## config.mk

```make
export PLATFORM = sky130hd
export DESIGN_NAME = seq_pattern_gen
export DESIGN_NICKNAME = d
export VERILOG_FILES = /design/src/rtl/seq_pattern_gen_pkg.sv /design/src/rtl/seq_pattern_gen_sync_edge.sv /design/src/rtl/seq_pattern_gen.sv
export SDC_FILE = /design/constraint.sdc
export NUM_CORES = 1
export LEC_CHECK = 0
export BUFFER_PORTS_ARGS = -buffer_cell sky130_fd_sc_hd__buf_2
export CELL_PAD_IN_SITES_DETAIL_PLACEMENT = 0
export CELL_PAD_IN_SITES_GLOBAL_PLACEMENT = 2
export CORE_ASPECT_RATIO = 1.25
export CORE_MARGIN = 5
export CORE_UTILIZATION = 41
export DETAILED_ROUTE_END_ITERATION = 10
export PLACE_DENSITY = 0.91
export SLEW_MARGIN = 20
export SYNTH_ARGS = -nofsm -noshare
export SYNTH_HDL_FRONTEND = slang
export SYNTH_SLANG_ARGS = --single-unit
```

## constraint.sdc

```tcl
create_clock -name sys_clk_in -period 4.4 [get_ports sys_clk_in]
set_input_delay 1.32 -clock sys_clk_in [delete_from_list [all_inputs] [get_ports sys_clk_in]]
set_output_delay 1.32 -clock sys_clk_in [all_outputs]
set_load 0.01 [all_outputs]
```

## src/rtl/seq_pattern_gen_pkg.sv

```systemverilog
// Shared types and constants for the sequence pattern generator.
//   state_e   : IDLE / RUN / DONE encodings
//   drive_t   : registered bundle driven toward the detector ({x2,x1}, valid, busy, done)
//   pat_entry : extracts table entry idx from the packed 2-bit-per-entry pattern
package seq_pattern_gen_pkg;

    localparam int unsigned IDX_W             = 3;
    localparam int unsigned ZCNT_W            = 8;
    localparam int unsigned CODE_W            = 2;
    localparam int unsigned PAT_W             = 16;
    localparam int unsigned DB_CYCLES_DEFAULT = 2_000_000;

    typedef enum logic [1:0] {
        ST_IDLE = 2'd0,
        ST_RUN  = 2'd1,
        ST_DONE = 2'd2
    } state_e;

    typedef struct packed {
        logic [CODE_W-1:0] code;
        logic              valid;
        logic              busy;
        logic              done;
    } drive_t;

    // Entry i occupies PATTERN[2i+1:2i] = {x2,x1}.
    function automatic logic [CODE_W-1:0] pat_entry(input logic [PAT_W-1:0] pat,
                                                    input logic [IDX_W-1:0] idx);
        return pat[{idx, 1'b0} +: CODE_W];
    endfunction

endpackage

```

## src/rtl/seq_pattern_gen_sync_edge.sv

```systemverilog
// 2-flop synchronizer, optional debounce and registered rising-edge pulse.
//   clk, rst_n : clock, async active-low reset
//   din        : asynchronous input level
//   pe         : one-clock pulse, 3 clocks after a din rise (plus DB_CYCLES when debounced)
// DEBOUNCE_EN is set by the top from the SEQ_GEN_DEBOUNCE_EN macro for the start input only.
module seq_pattern_gen_sync_edge
    import seq_pattern_gen_pkg::*;
#(
    parameter bit          DEBOUNCE_EN = 1'b0,
    parameter int unsigned DB_CYCLES   = DB_CYCLES_DEFAULT
) (
    input  logic clk,
    input  logic rst_n,
    input  logic din,
    output logic pe
);

    logic meta_q, meta_d;
    logic sync_q, sync_d;
    logic prev_q, prev_d;
    logic pe_q,   pe_d;
    logic lvl_c;

    generate
        if (DEBOUNCE_EN) begin : g_db
            localparam int unsigned CNT_W = (DB_CYCLES > 1) ? $clog2(DB_CYCLES) : 1;
            localparam logic [CNT_W-1:0] CNT_LAST = CNT_W'(DB_CYCLES - 1);

            logic [CNT_W-1:0] cnt_q, cnt_d;
            logic             lvl_q, lvl_d;

            // Level follows the synchronized input only after DB_CYCLES consecutive disagreeing samples.
            always_comb begin
                cnt_d = cnt_q;
                lvl_d = lvl_q;
                if (sync_q == lvl_q) begin
                    cnt_d = '0;
                end else if (cnt_q == CNT_LAST) begin
                    lvl_d = sync_q;
                    cnt_d = '0;
                end else begin
                    cnt_d = cnt_q + CNT_W'(1);
                end
            end

            always_ff @(posedge clk or negedge rst_n) begin
                if (!rst_n) begin
                    cnt_q <= '0;
                    lvl_q <= 1'b0;
                end else begin
                    cnt_q <= cnt_d;
                    lvl_q <= lvl_d;
                end
            end

            assign lvl_c = lvl_q;
        end else begin : g_nodb
            assign lvl_c = sync_q;
        end
    endgenerate

    // Synchronizer chain and edge detector on the (possibly debounced) level.
    always_comb begin
        meta_d = din;
        sync_d = meta_q;
        prev_d = lvl_c;
        pe_d   = lvl_c & ~prev_q;
    end

    always_ff @(posedge clk or negedge rst_n) begin
        if (!rst_n) begin
            meta_q <= 1'b0;
            sync_q <= 1'b0;
            prev_q <= 1'b0;
            pe_q   <= 1'b0;
        end else begin
            meta_q <= meta_d;
            sync_q <= sync_d;
            prev_q <= prev_d;
            pe_q   <= pe_d;
        end
    end

    assign pe = pe_q;

endmodule

```

## src/rtl/seq_pattern_gen.sv

```systemverilog
// Steps a programmable table of 2-bit codes onto (x2,x1) of a detector under test,
// one code per STEP_DIV clocks, and counts detector z rising edges during a run.
//   sys_clk_in, sys_rst_n : clock, async active-low reset (released synchronously)
//   start                 : raw button, rising edge starts / restarts a run
//   mode_loop             : 1 = wrap after last entry, 0 = single pass (sampled at each tick)
//   z_in                  : asynchronous detector output
//   x2, x1, valid         : driven code and its qualifier
//   busy, done            : RUN / DONE status
//   step_idx, z_count     : current table index, saturating z edge count
// Build option: SEQ_GEN_DEBOUNCE_EN debounces start over DB_CYCLES clocks.
module seq_pattern_gen
    import seq_pattern_gen_pkg::*;
#(
    parameter int unsigned      STEP_DIV  = 50_000_000,
    parameter int unsigned      DEPTH     = 8,
    parameter logic [PAT_W-1:0] PATTERN   = 16'h1B1B,
    parameter int unsigned      DB_CYCLES = DB_CYCLES_DEFAULT
) (
    input  logic              sys_clk_in,
    input  logic              sys_rst_n,
    input  logic              start,
    input  logic              mode_loop,
    input  logic              z_in,
    output logic              x2,
    output logic              x1,
    output logic              valid,
    output logic              busy,
    output logic              done,
    output logic [IDX_W-1:0]  step_idx,
    output logic [ZCNT_W-1:0] z_count
);

`ifdef SEQ_GEN_DEBOUNCE_EN
    localparam bit START_DB_EN = 1'b1;
`else
    localparam bit START_DB_EN = 1'b0;
`endif

    localparam int unsigned      PS_W     = $clog2(STEP_DIV);
    localparam logic [PS_W-1:0]  PS_LAST  = PS_W'(STEP_DIV - 1);
    localparam logic [IDX_W-1:0] IDX_LAST = IDX_W'(DEPTH - 1);

    // Reset synchronizer: assertion is immediate, release aligned to the clock.
    logic rst_meta_q, rst_sync_q;
    logic rst_n_i;

    always_ff @(posedge sys_clk_in or negedge sys_rst_n) begin
        if (!sys_rst_n) begin
            rst_meta_q <= 1'b0;
            rst_sync_q <= 1'b0;
        end else begin
            rst_meta_q <= 1'b1;
            rst_sync_q <= rst_meta_q;
        end
    end

    assign rst_n_i = rst_sync_q;

    logic start_pe;
    logic z_pe;

    seq_pattern_gen_sync_edge #(
        .DEBOUNCE_EN (START_DB_EN),
        .DB_CYCLES   (DB_CYCLES)
    ) u_start_edge (
        .clk   (sys_clk_in),
        .rst_n (rst_n_i),
        .din   (start),
        .pe    (start_pe)
    );

    seq_pattern_gen_sync_edge #(
        .DEBOUNCE_EN (1'b0),
        .DB_CYCLES   (DB_CYCLES)
    ) u_z_edge (
        .clk   (sys_clk_in),
        .rst_n (rst_n_i),
        .din   (z_in),
        .pe    (z_pe)
    );

    state_e            state_q, state_d;
    logic [PS_W-1:0]   ps_q,    ps_d;
    logic [IDX_W-1:0]  idx_q,   idx_d;
    logic [ZCNT_W-1:0] zcnt_q,  zcnt_d;
    drive_t            drv_q,   drv_d;
    logic              tick_c;
    logic [IDX_W-1:0]  idx_nxt_c;

    // Next-state: (re)start has priority over everything, including a tick.
    always_comb begin
        state_d   = state_q;
        ps_d      = ps_q;
        idx_d     = idx_q;
        zcnt_d    = zcnt_q;
        drv_d     = drv_q;
        tick_c    = (state_q == ST_RUN) && (ps_q == PS_LAST);
        idx_nxt_c = idx_q + IDX_W'(1);

        if (start_pe) begin
            state_d = ST_RUN;
            ps_d    = '0;
            idx_d   = '0;
            zcnt_d  = '0;
            drv_d   = '{code: pat_entry(PATTERN, '0), valid: 1'b1, busy: 1'b1, done: 1'b0};
        end else begin
            case (state_q)
                ST_RUN: begin
                    if (z_pe && (zcnt_q != {ZCNT_W{1'b1}})) begin
                        zcnt_d = zcnt_q + ZCNT_W'(1);
                    end
                    if (tick_c) begin
                        ps_d = '0;
                        if (idx_q != IDX_LAST) begin
                            idx_d      = idx_nxt_c;
                            drv_d.code = pat_entry(PATTERN, idx_nxt_c);
                        end else if (mode_loop) begin
                            idx_d      = '0;
                            drv_d.code = pat_entry(PATTERN, '0);
                        end else begin
                            // step_idx keeps the last index while in DONE
                            state_d = ST_DONE;
                            drv_d   = '{code: CODE_W'(0), valid: 1'b0, busy: 1'b0, done: 1'b1};
                        end
                    end else begin
                        ps_d = ps_q + PS_W'(1);
                    end
                end
                ST_IDLE, ST_DONE: begin
                end
                default: begin
                    state_d = ST_IDLE;
                end
            endcase
        end
    end

    always_ff @(posedge sys_clk_in or negedge rst_n_i) begin
        if (!rst_n_i) begin
            state_q <= ST_IDLE;
            ps_q    <= '0;
            idx_q   <= '0;
            zcnt_q  <= '0;
            drv_q   <= '0;
        end else begin
            state_q <= state_d;
            ps_q    <= ps_d;
            idx_q   <= idx_d;
            zcnt_q  <= zcnt_d;
            drv_q   <= drv_d;
        end
    end

    assign x2       = drv_q.code[1];
    assign x1       = drv_q.code[0];
    assign valid    = drv_q.valid;
    assign busy     = drv_q.busy;
    assign done     = drv_q.done;
    assign step_idx = idx_q;
    assign z_count  = zcnt_q;

endmodule

```

Yosys cells after proc, flatten, opt, wreduce, memory -nomap -nowiden
Index checks and enable logic that the tools add are counted.
{"block": "totals", "register_bits": 54, "in_bits": 5, "out_inout_bits": 16, "wordCells": 73}
{"block": "op_classes", "add_sub_neg": 3, "n_eq_ne": 11, "shift": 1, "n_mux": 23, "n_bitwise": 4, "reduce_logical": 13}
{"op": "two-way mux 26 bit", "n": 3}
{"op": "adder 26 x 1 -> 26 bit (second input constant)", "n": 1}
{"op": "== test 26 bit (second input constant)", "n": 1}
{"op": "two-way mux 8 bit", "n": 3}
{"op": "two-way mux 3 bit", "n": 7}
{"op": "indexed part select 16 x 5 -> 2 bit (first input constant)", "n": 1}
{"op": "two-way mux 5 bit", "n": 3}
{"op": "two-way mux 2 bit", "n": 6}
{"op": "!= test 3 x 2 -> 1 bit (second input constant)", "n": 3}
{"op": "adder 8 x 1 -> 8 bit (second input constant)", "n": 1}
{"op": "!= test 8 bit (second input constant)", "n": 1}
{"op": "AND reduction 4 bit", "n": 2}
{"op": "!= test 2 x 1 -> 1 bit (second input constant)", "n": 3}
{"op": "nonzero test 2 bit", "n": 3}
{"op": "case mux 2 bit (2 select lines)", "n": 1}
{"op": "AND reduction 2 bit", "n": 2}
{"op": "adder 3 x 1 -> 3 bit (second input constant)", "n": 1}
{"op": "!= test 3 bit (second input constant)", "n": 1}
{"op": "AND reduction 3 bit", "n": 1}
{"op": "nonzero test 3 bit", "n": 1}
{"op": "bitwise AND 1 bit", "n": 2}
{"op": "== test 2 x 1 -> 1 bit (second input constant)", "n": 1}
{"op": "== test 2 bit (second input constant)", "n": 1}
{"op": "logical AND 1 bit", "n": 2}
{"op": "other kinds (3)", "n": 4}

Logic depth before layout (Yosys ltp)
Gate-level depths: netlist of the first run.
{"block": "depth", "ltp_word": 6, "mapped_depth": 8, "mapped_depth_nobuf": 6}

Hierarchy
A second synthesis of the first run with hierarchy kept.
{"block": "hier_totals", "cells_unflattened": 267, "area_unflattened_um2": 2691.3}
{"mod": "seq_pattern_gen", "n_inst": 1, "cells_per_inst": 257, "area_each_um2": 2463.6, "seq_area_each_um2": 1126.1}
{"mod": "seq_pattern_gen_sync_edge", "n_inst": 2, "cells_per_inst": 5, "area_each_um2": 113.9, "seq_area_each_um2": 100.1}

Worst setup path after synthesis of the first run
No wires, ideal clock.
{"block": "synth_path", "kind": "input port to flip-flop", "startpoint": "in mode_loop", "endpoint": "reg idx_q[2], in the netlist step_idx[2]", "setup_time_ns": 0.132, "arrival_ns": 1.902, "t_required_ns": 4.268, "slack_ns": 2.366, "stages": 4, "n_path_buf": 0, "cell_sequence": "nor2b_1 -> nand4b_1 -> mux2i_1 -> nor2_1"}
{"block": "synth_between", "elab_chain_len": 2}
{"item": "start, declared", "line": "seq_pattern_gen.sv:22", "text": "input logic mode_loop,"}
{"item": "nonzero test 3 bit (no line)"}
{"item": "AND reduction 3 bit (no line)"}
{"item": "end signal, assigned", "line": "seq_pattern_gen.sv:148", "text": "idx_q <= idx_d;"}
{"item": "end, declared", "line": "seq_pattern_gen.sv:84", "text": "logic [IDX_W-1:0] idx_q, idx_d;"}
No other way between the ends.
A chain may end at the register's enable or synchronous reset.

Worst setup path after layout of the first run
{"block": "layout_path", "startpoint": "reg zcnt_q[3], in the netlist z_count[3]", "endpoint": "out z_count[3]"}
{"item": "start, declared", "line": "seq_pattern_gen.sv:85", "text": "logic [ZCNT_W-1:0] zcnt_q, zcnt_d;"}
{"item": "start signal, assigned", "line": "seq_pattern_gen.sv:149", "text": "zcnt_q <= zcnt_d;"}
{"item": "end, declared", "line": "seq_pattern_gen.sv:30", "text": "output logic [ZCNT_W-1:0] z_count"}
No word-level cell between the ends.

==> results by group, run 1 <==
CTS
  • CTS max path bufs: 2
  • CTS H-tree depth: 2
  • Post-CTS Setup Inserts: 0
  • Clock transition at the registers of the reported paths: 100 ps
  • Clock tree sinks: 53
  • CTS buffer count: 5
  • Post_cts resized: 0
  • CTS Hold Bufs: 0
  • Root Driver: clkbuf_8
  • CTS tree: yes
  • Later-pin clock latency in the skew report: 310 ps

Placed design
  • Placed inst area: 0.002945 mm²
  • IO buf count: 20
  • HPWL Detailed: 4.304 mm
  • Final GP Congestion: slightly below 0.8

Floorplanning
  • Core Area: 0.006606 mm²
  • Die X: approximately 84 µm
  • Die Height: slightly above 100 µm
  • # IOs: 21
  • Initial Util: 0.4241
  • Std cell rows: 33
  • Die area: 0.008596 mm²

Critical path
  • Critical path peak fanout: 7
  • Critical path origin: z_count[3]
  • Reg2Reg Depth: 6
  • WP buf/inv: 1
  • CP arrival: 930 ps
  • R2R Setup Slk: approximately 2200 ps
  • Critical path's slowest cell: dfrtp_1
  • Endpoint kind of the worst setup timing path: output port
  • Critical Path, Cell by Cell: buf_2
  • WP data required: 3080 ps
  • CP Launch Type: flip-flop
  • CP Class: reg2out
  • Cell family with most CP delay: flip-flops
  • Reg2reg start: ps_q[0]
  • Max incr delay on CP: 450 ps
  • R2R Path End: state_q[0]

Synth
  • Post-Syn Nets: between 200 and 300
  • YS warnings: 0
  • Async SR Flop Fraction: 1.000
  • Synth Register Bits: 53
  • Top-area cell type share of the netlist area: 0.4734
  • Synth area leader: dfrtp_1
  • Sequential area share after synthesis: 0.4734
  • Netlist cell types: 51
  • Dominant cells by area after synthesis: dfrtp_1, a21oi_1, nand3_1, nor2_1, xnor2_1
  • Post-Syn Area: 0.002801 mm²
  • Cells after synthesis: 289
  • Number of synthesized flops with an enable pin: 0
  • Main synth FF type: dfrtp_1
  • Syn Area/Cell: 9.694 µm²

Finish
  • Count of inserted antenna diode cells: 0
  • Finished Cell Area: approximately 0.0031 mm²
  • Multi-input gate area: between 0.001 and 0.0015 mm²
  • Area grow syn2layout: 9.245%
  • Register Area: 0.001328 mm²
  • Nets: 313
  • Fin util: 0.4633
  • Most common cell after layout, fill and taps aside: dfrtp_1
  • Share of cells above drive strength 1: 0.1574
  • Commonest cells after routing, fill and taps aside: dfrtp_1, nor2_1, a21oi_1
  • FILL cells: 674

GRT
  • Largest net degree at the start of global routing: 52
  • Initial antenna violation count: 0
  • Grt total ovfl: 0
  • First-pass GRT wire length: 11.19 mm
  • Vias in the first global route: 2378
  • Total Routing Usage GR: 0.1611

Drt
  • Drt total wl: ~6.3 mm
  • Vias: 2187
  • Via/cell ratio: 5.579
  • Final antenna-violating net count: 0
  • First-pass iteration count of the detailed router: 4
  • Avg WL per Cell: 16.17 µm
  • Remaining DRCs: 0
  • 1st-iter DRT viols: 94

STA
  • RSZ-0062 raised after global routing: no
  • Hold slack final: 356.6 ps
  • Skew final: 7.965 ps
  • Setup TNS: 0 ps
  • Final setup fails: 0
  • Final hold viol count: 0
  • Post-layout minimum cycle time: ~2200 ps
  • Worst rel slew slack: 0.3748
  • Fin crit share: 0.5109
  • Final slew viol count: 0
  • Peak Freq: 444.8 MHz
  • Worst Tran Pin Value: roughly 940 ps

Run status
  • Run status: finished, final reports clean

Min path
  • Worst hold path startpoint: u_start_edge.meta_q
  • Hold Path Class: reg2reg
  • Hold Path Cell Cnt: 0
  • Min-Delay Endpoint: u_start_edge.lvl_c

Pwr
  • Total Power: 948.6 µW
  • Leak pwr: 0.001251 µW
  • Power density cells: 309.9 mW/mm²
  • Maximum VDD drop: 0.2213 mV

Job
  • Max-cap violations: 0
[cells in the mapped netlist (2+ instances only)]
cell type / n
a2111oi_0: 2
nand2_1: 17
and3_1: 2
nand4b_1: 2
and2_1: 3
inv_1: 8
dfrtp_1: 53
nor2b_1: 6
nor4_1: 5
nand3_2: 3
buf_6: 4
a31oi_1: 3
nand2b_1: 5
or3_1: 9
nor4_4: 3
a22oi_1: 2
nor3_1: 9
nand3_1: 20
o32ai_1: 2
o21ai_0: 10
xnor2_1: 8
or4_1: 5
buf_2: 2
a21o_1: 2
a21oi_1: 24
nand4_1: 11
clkbuf_1: 9
nor2_1: 26
mux2i_1: 3
o21bai_1: 2
a32oi_1: 2
xor2_1: 5
ha_1: 4
[layer usage]
layer  global-route usage  routed length [µm]
met5                    0                   0
met4              0.05322                  71
met3              0.02903                 202
met2               0.2939                3341
met1               0.1926                2722
[report_power, final]
part           switching, µW  internal (µW)
Clock                    174            171
Combinational           38.5           28.0
Sequential              27.2            510
Total                    240            709
[how the worst max path moves through the flow]
stage                       end  slack, ps  cells past startpoint
CTS                  z_count[3]       2140                      1
global placement    step_idx[2]       2060                      5
detailed placement  step_idx[2]       2100                      5
global route         state_q[0]       1960                      6
finish               z_count[3]       2150                      1
floorplan           step_idx[2]       2370                      4
[state kept, by name (all words and copies together) (netlist names), 2 cells and up]
register,cells
z_count,8
ps_q,26
step_idx,3
state_q,2
[cells by family (layout without fill, tap and decap cells)]
kind of cell,Yosys count,count (layout),share of synthesized area
AOI/OAI and AO/OA,52,52,0.1108
DFF,53,53,0.4734
muxes,4,4,0.01474
other,1,1,0.001339
xor gates and xnor gates,13,13,0.04064
adders and majority gates,4,4,0.01787
and+or+nand+nor,138,138,0.2961
buffers and inverters,24,40,0.04511
[per-stage QoR]
stage	setup WS (ps)	cells
after floorplan	2366	289
after global placement	2059	384
after detailed placement	2101	384
after CTS	2143	392
after global routing	1956	392
final	2152	392
[cell type report]
| class | instances | share of cell area |
|---|---|---|
| clock inverters | 3 | 0.01513 |
| clock buffers | 5 | 0.02249 |
| repair buffers | 24 | 0.04252 |
| flip-flops and latches | 53 | 0.4338 |
| well taps | 87 | 0.03557 |
| multi-input cells | 212 | 0.4407 |
| inverters | 8 | 0.009812 |
Power figures use the tool's default switching activity.
==> inputs of run 2 (changes only) <==
CORE_UTILIZATION = 34   (was 41)
PLACE_DENSITY = 0.81   (was 0.91)
clock period = 1.9 ns   (was 4.4 ns; I/O delays follow)
==> results by group, run 2 (same netlist as run 1, synthesis figures left out) <==
CTS
  • CTS max path bufs: 2 (unchanged)
  • Clock tree sinks: 53 (unchanged)
  • CTS Hold Bufs: 0 (unchanged)
  • CTS H-tree depth: 2 (unchanged)
  • CTS buffer count: 5 (unchanged)
  • Clock transition at the registers of the reported paths: 110 ps (was 100 ps)
  • Root Driver: clkbuf_8 (unchanged)
  • Later-pin clock latency in the skew report: 320 ps (was 310 ps)
  • CTS tree: yes (unchanged)

Finish
  • Final cell count without fillers: 451 (was 392)
  • Count of inserted antenna diode cells: 0 (unchanged)
  • Register Area: 0.001328 mm² (unchanged)
  • Multi-input gate area: 0.001400 mm² (was 0.001349 mm²)
  • Share of cells above drive strength 1: 0.2881 (was 0.1574)
  • FILL cells: 786 (was 674)
  • Reg with most FFs: ps_q (unchanged)
  • Commonest cells after routing, fill and taps aside: dfrtp_1, buf_4, nor2_1 (was dfrtp_1, nor2_1, a21oi_1)
  • Fin util: 0.4303 (was 0.4633)
  • Finished Cell Area: 0.003506 mm² (was 0.003060 mm²)
  • Area grow syn2layout: 25.15% (was 9.245%)
  • Nets: 362 (was 313)
  • Largest register FFs: 26 (unchanged)
  • Most common cell after layout, fill and taps aside: dfrtp_1 (unchanged)

Critical path
  • Critical path peak fanout: 5 (was 7)
  • WP data required: 2150 ps (was 3080 ps)
  • CP arrival: 2190 ps (was 930 ps)
  • CP Launch Type: flip-flop (unchanged)
  • Critical path's slowest cell: dfrtp_1 (unchanged)
  • CP Class: reg2reg (was reg2out)
  • Max incr delay on CP: 410 ps (was 450 ps)
  • Endpoint kind of the worst setup timing path: flip-flop (was output port)
  • Critical Path, Cell by Cell: or3_4, nor4_4, nand2_2, or4_1, a21oi_1 (was buf_2)

Drt
  • Vias: 2394 (was 2187)
  • Via/cell ratio: 5.308 (was 5.579)
  • Drt total wl: 7.044 mm (was 6.337 mm)
  • Remaining DRCs: 0 (unchanged)
  • Avg WL per Cell: 15.62 µm (was 16.17 µm)
  • First-pass iteration count of the detailed router: 4 (unchanged)
  • 1st-iter DRT viols: 103 (was 94)
  • Final antenna-violating net count: 0 (unchanged)

STA
  • Worst rel slew slack: 0.6156 (was 0.3748)
  • Worst Tran Pin Value: 576.6 ps (was 937.9 ps)
  • Final setup fails: 10 (was 0)
  • RSZ-0062 raised after global routing: yes (was no)
  • Skew final: 11.09 ps (was 7.965 ps)
  • Hold slack final: 20.83 ps (was 356.6 ps)
  • Fin crit share: 1.024
  • Fin worst setup slack: -46.47 ps (was 2152 ps)
  • Final hold viol count: 0 (unchanged)
  • Peak Freq: just over 500 MHz
  • Final slew viol count: 0 (unchanged)
  • Post-layout minimum cycle time: 1946 ps

Floorplanning
  • Std cell rows: 37 (was 33)
  • Initial Util: 0.3438 (was 0.4241)
  • Core Area: 0.008148 mm² (was 0.006606 mm²)
  • # IOs: 21 (unchanged)
  • Die area: 0.01017 mm² (was 0.008596 mm²)
  • Die Height: 111.5 µm (was 102.4 µm)
  • Die X: 91.19 µm (was 83.94 µm)

Placed design
  • Final GP Congestion: 0.8360 (was 0.7898)
  • Placed cell count: 439 (was 384)
  • Placed inst area: 0.003331 mm² (was 0.002945 mm²)
  • IO buf count: 20 (unchanged)
  • HPWL Detailed: 5.026 mm (was 4.304 mm)

Pwr
  • Total Power: 2171 µW (was 948.6 µW)
  • Net Switching: 581.8 µW (was 239.9 µW)
  • Comb pwr share: 0.095 (was 0.070)
  • Sequential share of power: 0.579 (was 0.566)
  • Internal Power: 1589 µW (was 708.7 µW)
  • Switching Share: 0.2680 (was 0.2529)
  • Maximum VDD drop: 0.4597 mV (was 0.2213 mV)
  • Clock network fraction of design power: 0.326 (was 0.364)
  • Leak pwr: 0.001527 µW (was 0.001251 µW)
  • Power density cells: 619.3 mW/mm² (was 309.9 mW/mm²)

GRT
  • Initial antenna violation count: 0 (unchanged)
  • Grt total ovfl: 0 (unchanged)
  • First-pass GRT wire length: 12.00 mm (was 11.19 mm)
  • Vias in the first global route: 2454 (was 2378)
  • Largest net degree at the start of global routing: 31 (was 52)
  • Total Routing Usage GR: 0.1417 (was 0.1611)

Min path
  • Hold Path Class: in2async (was reg2reg)

Run status
  • Run status: finished, violations left (was finished, final reports clean)
  • Failing checks: negative setup slack

Job
  • Max-cap violations: 0 (unchanged)
[run 2: changes by cell type in the layout (fill, tap and decap cells not counted), sizes merged]
cell      previous run  this run
buf                 24        73
bufinv               1         0
inv                  8         9
clkbuf               5         6
clkinvlp             1         0
[run 2: what timing repair did]
item,4_1_cts,5_1_grt
buffers inserted,1,3
hold endpoints to repair,0,0
endpoints found under the setup margin,4,23
gates resized for setup,3,8
pin swaps,1,4
cloned,0,0
[run 2: stage by stage]
stage | setup WS [ps] | TNS, ps
global route | -162.3 | -2758
detailed placement | -25.41 | -40.31
finish | -46.47 | -174.1
global placement | 19.32 | 0
floorplan | -0.08871 | -0.08871
CTS | 9.075 | 0
[run 2: cell type report]
class | instances | share of cell area
multi-input combinational | 212 | 0.3994
tap | 97 | 0.03462
clock inverter | 2 | 0.004996
inverter | 8 | 0.008565
sequential | 53 | 0.3787
timing repair buffer | 73 | 0.1502
clock buffer | 6 | 0.02355
[run 2: worst paths after layout]
kind | from | to | slack, ps | depth (start not counted)
min in group sys_clk_in | z_in | u_z_edge.meta_q | 350 | 1
max in group asynchronous | rst_n_i | ps_q[14] | 1110 | 1
worst min-delay path | sys_rst_n | rst_n_i | 20 | 1
worst min register to register | rst_n_i | ps_q[12] | 250 | 0
worst max-delay path | ps_q[7] | step_idx[0] | -50 | 5
worst max register to register | ps_q[7] | step_idx[0] | -50 | 5
[run 2: layer usage]
layer	global-route usage	vias up	wire (µm)
met4	0.04012	0	126
met2	0.2454	46	3568
met5	0	-	0
met1	0.1804	1164	3099
li1	-	1172	-
met3	0.02432	12	250
[run 2: critical path: cells and delay by family, from the launching register on]
kind	cells	cell delay, ps
simple gates	4	1310
flops	1	410
compound gates	1	150
[run 2: power groups by stage]
stage	Clock, µW	Combinational (µW)	Sequential, µW
2_1_floorplan	0	102	1270
3_3_place_gp	0	194	1270
3_5_place_dp	0	196	1270
4_1_cts	733	209	1260
5_1_grt	775	237	1270
6_report	708	207	1260
